## src/rtl/led_matrix_pkg.sv

```systemverilog
// rtl/led_matrix_pkg.sv - shared constants and scan state encoding for the LED matrix blocks
//
// Purpose: PWM width/range, default matrix geometry and the row-scan FSM
//          state type, shared by led_scan_ctrl and led_row_loader.
// Ports:   none (package).
package led_matrix_pkg;

  localparam int PWM_W    = 8;
  localparam int PWM_MAX  = 255;
  localparam int DEF_ROWS = 8;
  localparam int DEF_COLS = 8;

  typedef enum logic [1:0] {
    ST_IDLE      = 2'd0,
    ST_PRELOAD   = 2'd1,
    ST_WAIT_SYNC = 2'd2,
    ST_DISPLAY   = 2'd3
  } scan_state_e;

endpackage

```

## src/rtl/led_row_loader.sv

```systemverilog
// rtl/led_row_loader.sv - fetches one row of brightness values from the frame buffer
//
// Purpose: on start_i, issues COLS consecutive frame-buffer reads for row_i
//          and forwards each returned byte (1-cycle read latency) to the
//          caller's shadow buffer write port. done_o marks the last write.
// Ports:
//   clk, rst_i        clock, synchronous active-high reset
//   abort_i           cancels any fetch in progress, in-flight data dropped
//   start_i, row_i    begin fetching row row_i (restarts if already busy)
//   fb_rd_en_o        frame-buffer read strobe
//   fb_addr_o         read address {row, col}
//   fb_rd_data_i      read data, valid one cycle after the strobe
//   sh_we_o           shadow write enable
//   sh_col_o          shadow column being written
//   sh_data_o         shadow write data
//   done_o            high in the cycle the last column is written
module led_row_loader
  import led_matrix_pkg::*;
#(
  parameter int COLS  = DEF_COLS,
  parameter int ROW_W = 3,
  parameter int COL_W = 3
) (
  input  logic                   clk,
  input  logic                   rst_i,
  input  logic                   abort_i,
  input  logic                   start_i,
  input  logic [ROW_W-1:0]       row_i,
  output logic                   fb_rd_en_o,
  output logic [ROW_W+COL_W-1:0] fb_addr_o,
  input  logic [PWM_W-1:0]       fb_rd_data_i,
  output logic                   sh_we_o,
  output logic [COL_W-1:0]       sh_col_o,
  output logic [PWM_W-1:0]       sh_data_o,
  output logic                   done_o
);

  localparam logic [COL_W-1:0] LAST_COL = COL_W'(COLS - 1);

  logic             rd_en_q;
  logic [ROW_W-1:0] row_q;
  logic [COL_W-1:0] col_q;
  // Read-latency pipeline: remembers which column the returning data belongs to.
  logic             pend_q;
  logic [COL_W-1:0] pend_col_q;

  always_ff @(posedge clk) begin
    if (rst_i || abort_i) begin
      rd_en_q    <= 1'b0;
      row_q      <= '0;
      col_q      <= '0;
      pend_q     <= 1'b0;
      pend_col_q <= '0;
    end else begin
      pend_q     <= rd_en_q;
      pend_col_q <= col_q;
      if (start_i) begin
        rd_en_q <= 1'b1;
        row_q   <= row_i;
        col_q   <= '0;
      end else if (rd_en_q) begin
        if (col_q == LAST_COL) begin
          rd_en_q <= 1'b0;
        end else begin
          col_q <= col_q + 1'b1;
        end
      end
    end
  end

  assign fb_rd_en_o = rd_en_q;
  assign fb_addr_o  = {row_q, col_q};
  assign sh_we_o    = pend_q;
  assign sh_col_o   = pend_col_q;
  assign sh_data_o  = fb_rd_data_i;
  assign done_o     = pend_q && (pend_col_q == LAST_COL);

endmodule

```

## src/rtl/led_scan_ctrl.sv

```systemverilog
// rtl/led_scan_ctrl.sv - LED matrix row-scan scheduler with background row prefetch
//
// Purpose: displays one row at a time, swapping a prefetched shadow row into
//          the active buffer on PWM cycle boundaries, and drives PWM-compared
//          column enables with an anti-ghosting blank at the start of each cycle.
// Ports:
//   clk, rst          clock, synchronous active-high reset
//   en                scan enable; low returns to IDLE immediately
//   pwm_counter       free-running PWM count 0..255
//   pwm_cycle_end     one-cycle pulse coincident with pwm_counter == 0
//   fb_rd_en, fb_addr frame-buffer read strobe and {row, col} address
//   fb_rd_data        frame-buffer data, one cycle after the strobe
//   row_sel           one-hot active row (all zero = no row driven)
//   col_on            column drive, 1 = LED on
//   frame_done        pulse on the swap that wraps the last row back to row 0
//   busy              high whenever the FSM is not IDLE
module led_scan_ctrl
  import led_matrix_pkg::*;
#(
  parameter int ROWS       = DEF_ROWS,
  parameter int COLS       = DEF_COLS,
  parameter int ROW_W      = 3,
  parameter int COL_W      = 3,
  parameter int REPEAT     = 1,
  parameter int BLANK_CLKS = 2
) (
  input  logic                   clk,
  input  logic                   rst,
  input  logic                   en,
  input  logic [PWM_W-1:0]       pwm_counter,
  input  logic                   pwm_cycle_end,
  output logic                   fb_rd_en,
  output logic [ROW_W+COL_W-1:0] fb_addr,
  input  logic [PWM_W-1:0]       fb_rd_data,
  output logic [ROWS-1:0]        row_sel,
  output logic [COLS-1:0]        col_on,
  output logic                   frame_done,
  output logic                   busy
);

  localparam logic [ROW_W-1:0] LAST_ROW = ROW_W'(ROWS - 1);
  localparam logic [7:0]       REP_LAST = 8'(REPEAT - 1);
  localparam logic [PWM_W-1:0] BLANK    = PWM_W'(BLANK_CLKS);
  localparam logic [ROWS-1:0]  ROW0_SEL = ROWS'(1);

  scan_state_e      state_q;
  logic [ROW_W-1:0] row_q;
  logic [7:0]       rep_q;
  logic [PWM_W-1:0] active_q [COLS];
  logic [PWM_W-1:0] shadow_q [COLS];
  logic [ROWS-1:0]  row_sel_q;
  logic [COLS-1:0]  col_on_q;
  logic [COLS-1:0]  col_on_d;
  logic             frame_done_q;

  logic [ROW_W-1:0] row_nxt;
  logic [ROW_W-1:0] ld_row;
  logic             ld_start;
  logic             ld_done;
  logic             sh_we;
  logic [COL_W-1:0] sh_col;
  logic [PWM_W-1:0] sh_data;
  logic             swap;

  function automatic logic [ROW_W-1:0] wrap_inc(input logic [ROW_W-1:0] r);
    return (r == LAST_ROW) ? '0 : r + 1'b1;
  endfunction

  always_comb begin
    row_nxt  = wrap_inc(row_q);
    // rep_q never exceeds REP_LAST, so equality marks the last repeat.
    swap     = (state_q == ST_DISPLAY) && pwm_cycle_end && (rep_q == REP_LAST);
    ld_start = 1'b0;
    ld_row   = '0;
    if (en) begin
      case (state_q)
        ST_IDLE: begin
          ld_start = 1'b1;
          ld_row   = '0;
        end
        ST_WAIT_SYNC: begin
          if (pwm_cycle_end) begin
            ld_start = 1'b1;
            ld_row   = wrap_inc('0);
          end
        end
        ST_DISPLAY: begin
          // Prefetch the row that follows the one being swapped in.
          if (swap) begin
            ld_start = 1'b1;
            ld_row   = wrap_inc(row_nxt);
          end
        end
        default: ;
      endcase
    end
    col_on_d = '0;
    for (int c = 0; c < COLS; c++) begin
      col_on_d[c] = en && (state_q == ST_DISPLAY) &&
                    (active_q[c] > pwm_counter) && (pwm_counter >= BLANK);
    end
  end

  always_ff @(posedge clk) begin
    if (rst) begin
      state_q      <= ST_IDLE;
      row_q        <= '0;
      rep_q        <= '0;
      row_sel_q    <= '0;
      col_on_q     <= '0;
      frame_done_q <= 1'b0;
      for (int c = 0; c < COLS; c++) begin
        active_q[c] <= '0;
        shadow_q[c] <= '0;
      end
    end else begin
      col_on_q     <= col_on_d;
      frame_done_q <= 1'b0;
      if (sh_we && en) begin
        shadow_q[sh_col] <= sh_data;
      end
      if (!en) begin
        state_q   <= ST_IDLE;
        row_q     <= '0;
        rep_q     <= '0;
        row_sel_q <= '0;
      end else begin
        case (state_q)
          ST_IDLE: state_q <= ST_PRELOAD;
          ST_PRELOAD: begin
            if (ld_done) state_q <= ST_WAIT_SYNC;
          end
          ST_WAIT_SYNC: begin
            if (pwm_cycle_end) begin
              state_q   <= ST_DISPLAY;
              active_q  <= shadow_q;
              row_q     <= '0;
              row_sel_q <= ROW0_SEL;
              rep_q     <= '0;
            end
          end
          ST_DISPLAY: begin
            if (swap) begin
              active_q     <= shadow_q;
              row_q        <= row_nxt;
              row_sel_q    <= ROW0_SEL << row_nxt;
              rep_q        <= '0;
              frame_done_q <= (row_q == LAST_ROW);
            end else if (pwm_cycle_end) begin
              rep_q <= rep_q + 8'd1;
            end
          end
          default: state_q <= ST_IDLE;
        endcase
      end
    end
  end

  led_row_loader #(
    .COLS (COLS),
    .ROW_W(ROW_W),
    .COL_W(COL_W)
  ) u_loader (
    .clk         (clk),
    .rst_i       (rst),
    .abort_i     (!en),
    .start_i     (ld_start),
    .row_i       (ld_row),
    .fb_rd_en_o  (fb_rd_en),
    .fb_addr_o   (fb_addr),
    .fb_rd_data_i(fb_rd_data),
    .sh_we_o     (sh_we),
    .sh_col_o    (sh_col),
    .sh_data_o   (sh_data),
    .done_o      (ld_done)
  );

  assign row_sel    = row_sel_q;
  assign col_on     = col_on_q;
  assign frame_done = frame_done_q;
  assign busy       = (state_q != ST_IDLE);

endmodule
```

## config.mk

```make
export PLATFORM = sky130hd
export DESIGN_NAME = led_scan_ctrl
export DESIGN_NICKNAME = d
export VERILOG_FILES = /design/src/rtl/led_matrix_pkg.sv /design/src/rtl/led_row_loader.sv /design/src/rtl/led_scan_ctrl.sv
export SDC_FILE = /design/constraint.sdc
export NUM_CORES = 1
export LEC_CHECK = 0
export ABC_AREA = 0
export ABC_CLOCK_PERIOD_IN_PS = 1700
export CORE_MARGIN = 2
export CORE_UTILIZATION = 54
export DETAILED_ROUTE_END_ITERATION = 7
export GPL_ROUTABILITY_DRIVEN = 0
export PLACE_DENSITY_LB_ADDON = 0.12
export SLEW_MARGIN = 30
export SYNTH_ARGS = -nofsm -noshare
export SYNTH_HDL_FRONTEND = slang
export SYNTH_SLANG_ARGS = --single-unit
```

## constraint.sdc

```tcl
create_clock -name clk -period 1.7 [get_ports clk]
set_clock_uncertainty 0.1 [all_clocks]
set_input_delay 0.34 -clock clk [delete_from_list [all_inputs] [get_ports clk]]
set_output_delay 0.34 -clock clk [all_outputs]
set_load 0.005 [all_outputs]
```

# After elaboration in Yosys (flattened, before gate mapping)
# Cells that the tools add are included.
[totals]
latch_bits = 0
memories = 0
output_inout_bits = 25
inputBits = 20
register_bits = 169
ram_bits = 0
word_cells = 128
romBits = 0
[op_classes]
magnitude_cmp = 11
div = 0
n_reduce_logical = 37
addsub = 4
n_mul = 0
n_eq_ne = 11
n_mux = 32
n_bitwise = 5
n_shift = 1
[ops]
columns = ["op", "n"]
rows = [
  ["$mux 64", 2],
  ["$pmux 64 s2", 1],
  ["$bwmux 64", 1],
  ["$gt 8x8->1", 8],
  ["$mux 8", 6],
  ["$pmux 8 s2", 2],
  ["$demux 8 s3", 1],
  ["$logic_and 1x1->1", 22],
  ["$mux 3", 6],
  ["$eq 3x3->1 const B", 4],
  ["$pmux 3 s2", 2],
  ["$add 3x1->3 const B", 3],
  ["$reduce_and 3->1", 3],
  ["$add 8x1->8 const B", 1],
  ["$ge 8x2->1 const B", 1],
  ["$logic_not 8->1", 1],
  ["$shl 1x3->8 const A", 1],
  ["$mux 1", 7],
  ["$ne 2x2->1 const B", 3],
  ["$pmux 2 s3", 1],
  ["$eq 2x2->1 const B", 2],
  ["$ge 4x4->1 const B", 1],
  ["$lt 4x1->1 const B", 1],
  ["$mux 2", 2],
  ["other kinds (14)", 19],
]

# Logic depth before layout (Yosys ltp)
[depth]
ltp_word = 7
depth_mapped = 8
depth_no_buf = 8

# Cells and area by module
# Synthesis repeated with hierarchy kept, for this count alone.
[unflattened]
hier_cells = 893
hier_area_um2 = 8664.6
[by_module_without_submodules]
columns = ["module", "seq_area_each_um2", "cells_per_inst", "area_per_inst_um2", "n_inst"]
rows = [
  ["led_scan_ctrl", 3163.0, 848, 8181.6, 1],
  ["led_row_loader", 220.2, 45, 483.0, 1],
]

# Worst setup path after synthesis
# OpenSTA, ideal clock, no wires.
[synth_timing]
path_kind = "register to register"
startpoint = "register state_q[0]"
endpoint = "register active_q[10] in the netlist's numbering"
setup_time_ns = 0.072
arrival_ns = 1.753
period_less_slack_ns = 1.925
path_slack_ns = -0.225
required_ns = 1.528
stages_incl_launch_ff = 9
path_cell_list = "dfxtp_1 inv_1 ha_1 inv_2 or3_4 a21boi_4 buf_12 buf_12 mux2i_1"
[synth_via]
elab_chain_len = 5
word_cells_on_any_way = 9
[synth_lines]
columns = ["item", "line", "rtl"]
rows = [
  ["from (decl)", "led_scan_ctrl.sv:46", "scan_state_e state_q;"],
  ["from (signal assigned)", "led_scan_ctrl.sv:106", "state_q <= ST_IDLE;"],
  ["from (signal assigned)", "led_scan_ctrl.sv:123", "state_q <= ST_IDLE;"],
  ["from (signal assigned)", "led_scan_ctrl.sv:129", "ST_IDLE: state_q <= ST_PRELOAD;"],
  ["$eq 2x2->1", "led_scan_ctrl.sv:72, led_scan_ctrl.sv:128", ""],
  ["$logic_and 1x1->1 (2 in a row)", "led_scan_ctrl.sv:72", "swap = (state_q == ST_DISPLAY) && pwm_cycle_end && (rep_q == REP_LAST);"],
  ["$ne 2x2->1 (no line)", "--", ""],
  ["$reduce_and 4->1 (no line)", "--", ""],
  ["to (signal assigned)", "led_scan_ctrl.sv:136", "active_q <= shadow_q;"],
  ["to (signal assigned)", "led_scan_ctrl.sv:144", "active_q <= shadow_q;"],
  ["to (decl)", "led_scan_ctrl.sv:49", "logic [PWM_W-1:0] active_q [COLS];"],
]
# Parallel ways exist; a longest one is shown, timed or not.
# A chain may end at the register's enable or synchronous reset.

# Worst setup path in the final report
[layout_timing]
startpoint = "register state_q[0]"
endpoint = "register active_q[12] in the netlist's numbering"
# Same word-level chain as after synthesis.

==> metrics.yaml <==
pwr-share-comb: 0.079
drt_iter0_drc: 387
grt_pass1_wl_mm: 33.1
leakage_nw: 4.47
yosysSeqAreaShare: 0.401
h-tree-depth: 4
syn-instance-count: 860
dp_slack_ps: -601
worst_hold_path.endpoint: "shadow_q[9]"
drt.antenna.violating_nets: 0
r2r_end: "active_q[12]"
path_clk_slew_ps: 70
finish.utilization: 0.728
initial_core_util: 0.553
finalNonFillerCells: 1211
slew_viol_final: 0
drive_gt1_frac: 0.218
place_inst: 1154
cp-start-kind: "flop"
critPathMaxStageDelay_ps: 390
synth_cell_types: 43
hpwl_mm: 13.5
layout.nets: 1089
holdPathStages: 3
wire_per_inst_microns: 18.1
cts_buffer_depth: 2
violations: "setup timing"
antenna_cells: 0
rsz0062_at_grt: "true"
required_ps: 1950
synth_area_leaders: "dfxtp_1, mux2i_1, ha_1, nand2b_1, nor2_1"
cts_inserted_buffers: 17
r2r_slack_ps: -330
reg2reg_depth: 8
crit_arrival_ps: 2270
cts_tree: "yes"
syn-cell-area_sq_um: 8440
synth_most_common_cell: "dfxtp_1"
syn_nets: 962
syn2layout_area_growth_pct: 31.6
setup_viol: 73
critPathCaptureType: "flop"
dr.pass1.iters: 5
pwr-share-seq: 0.471
synth_edf_count: 0
p_clk_frac: 0.451
critical_path_class: "reg2reg"
io_buffers: 44
num_vias: 6578
cts.sinks: 169
avgSynthCellArea_sq_um: 9.82
synth_ff_type: "dfxtp_1"
root_buffer: "clkbuf_16"
hold_class: "in2reg"
finalPower_mw: 8.44
grt_usage: 0.259
ys_ff_latch: 169
worstHoldStart: "rst"
die-area_sq_um: 16700
p_per_area_nw_per_um2: 759
yosys.area.top_type_share: 0.401
crit_chain: "buf_6 -> ha_4 -> or3_4 -> a21boi_4 -> buf_12 -> buf_12 -> clkbuf_16 -> mux2i_1"
clk_latency_ps: 430
worst_slack_ps: -327
internal-power_mw: 6.45
tightest_slew_ps: 528
ioPinCount: 45
worstPathMaxFanout: 6
finalCritPeriodShare: 1.19
die_w_microns: 129
fin_crit_ps: 2030
fp-row-count: 45
drv_cap: 0
viasPerCell: 5.43
grt_pass1_vias: 6603
drc_errors: 0
ys_warn_count: 0
max_slew_margin: 0.647
routed_wirelength_mm: 21.9
die_h_microns: 129
fmax_mhz: 493
power.net_switching_mw: 1.99
r2r-start: "state_q[0]"
grt_antenna_before_repair: 0
synth-async-reset-ratio: 0
yosysTopAreaCell: "dfxtp_1"
ctsHoldBuffers: 0
crit_path_frequent_cell: "buf_12"
peakVddDrop_mv: 0.709
cpMaxStageDelayCell: "or3_4"
status: "finished with violations"
overflow: 0
swShare: 0.236
core_sq_um: 15300
finalHoldViolCount: 0
netlist_top_cells_count: "dfxtp_1, nand2b_1, mux2i_1"
grt_max_degree: 71
-- flip-flops by register name (all words and copies together), names as in the netlist --
signal               count
active_q                64
shadow_q                64
col_on                   8
rep_q                    8
row_sel                  8
row_q                    3
u_loader.col_q           3
u_loader.row_q           3
u_loader.sh_col_o        3
state_q                  2
frame_done               1
u_loader.fb_rd_en_o      1
u_loader.sh_we_o         1
-- kinds of logic after synthesis --
kind of cell	synth area share
AO/OA/AOI/OAI	0.0594
adder cells (fa/ha/maj)	0.121
buffers and inverters	0.0450
AND/OR/NAND/NOR	0.210
XOR/XNOR	0.00830
flip-flops	0.401
multiplexers	0.155
-- metrics by stage --
step	area [sq um]	setup TNS (ps)	hold slack (ps)
after floorplan	8490	-2580	349
after global placement	9750	-62520	355
final	11100	-17020	291
after detailed placement	9750	-66430	363
after CTS	10700	-14570	262
after global routing	11100	-21570	281
-- power by group through the flow --
stage / sequential [mW] / clock, mW / combinational (mW)
after detailed placement: 4.06 / 0 / 0.573
final: 3.97 / 3.80 / 0.662
after global routing: 3.97 / 4.03 / 0.705
after global placement: 4.06 / 0 / 0.555
after CTS: 3.97 / 3.86 / 0.611
after floorplan: 4.07 / 0 / 0.294
-- worst max-delay path: cells and delay by family (launching register included) --
kind / cells / cell delay [ps]
flip-flops: 1 / 360
multiplexers: 1 / 200
buffers and inverters: 4 / 570
AND/OR/NAND/NOR: 1 / 390
AO/OA/AOI/OAI: 1 / 160
adder cells (fa/ha/maj): 1 / 160
-- what timing repair did --
action / 4_1_cts / 5_1_grt
gates cloned: 5 / 5
resized for setup: 73 / 47
setup buffers: 11 / 7
pin swaps: 16 / 26
endpoints found under the setup margin: 108 / 91
-- per-layer routing --
metal,GRT usage,share of wire,up-vias
met5,0,0,-
met3,0.0590,0.041,45
met2,0.450,0.50,149
li1,-,-,3219
met1,0.311,0.44,3165
met4,0.109,0.024,0
-- area by class of cell --
type                    instances  area [sq um]
multi-input cells             621          5030
fillers                      1082          4150
flip-flops and latches        169          3400
repair buffers                153          1740
clock buffers                  18           429
well taps                     211           264
clock inverters                14           148
inverters                      25          98.8
-- layout by cell type, fill, tap and decap left out, drive strengths merged, types with 2 or more instances in the layout --
cell / instances
dfxtp: 169
nand2b: 141
mux2i: 131
buf: 106
nor2: 98
ha: 82
a21oi: 28
nand4: 27
nand3: 27
inv: 27
clkbuf: 23
dlygate4sd2: 22
clkdlybuf4s50: 15
o21ai: 10
nand2: 8
a21o: 8
o21bai: 8
a311oi: 8
and2: 6
nor3: 5
clkinvlp: 5
dlymetal6s2s: 5
clkinv: 5
xnor2: 4
xor2: 4
or3: 4
and3: 3
nor2b: 2
a211oi: 2
bufinv: 2
o21a: 2
nor4: 2
-- how the worst max path moves through the flow --
stage                             start            to  slack [ps]  depth (start not counted)
after global routing         state_q[0]  active_q[23]        -380                          8
final                        state_q[0]  active_q[12]        -330                          8
after detailed placement  pwm_cycle_end  active_q[44]        -600                          6
after global placement    pwm_cycle_end  active_q[33]        -540                          6
after floorplan              state_q[0]  active_q[10]         -40                          8
after CTS                    state_q[1]  active_q[51]        -280                         10
No activity file was read; power rests on OpenSTA's default activity.
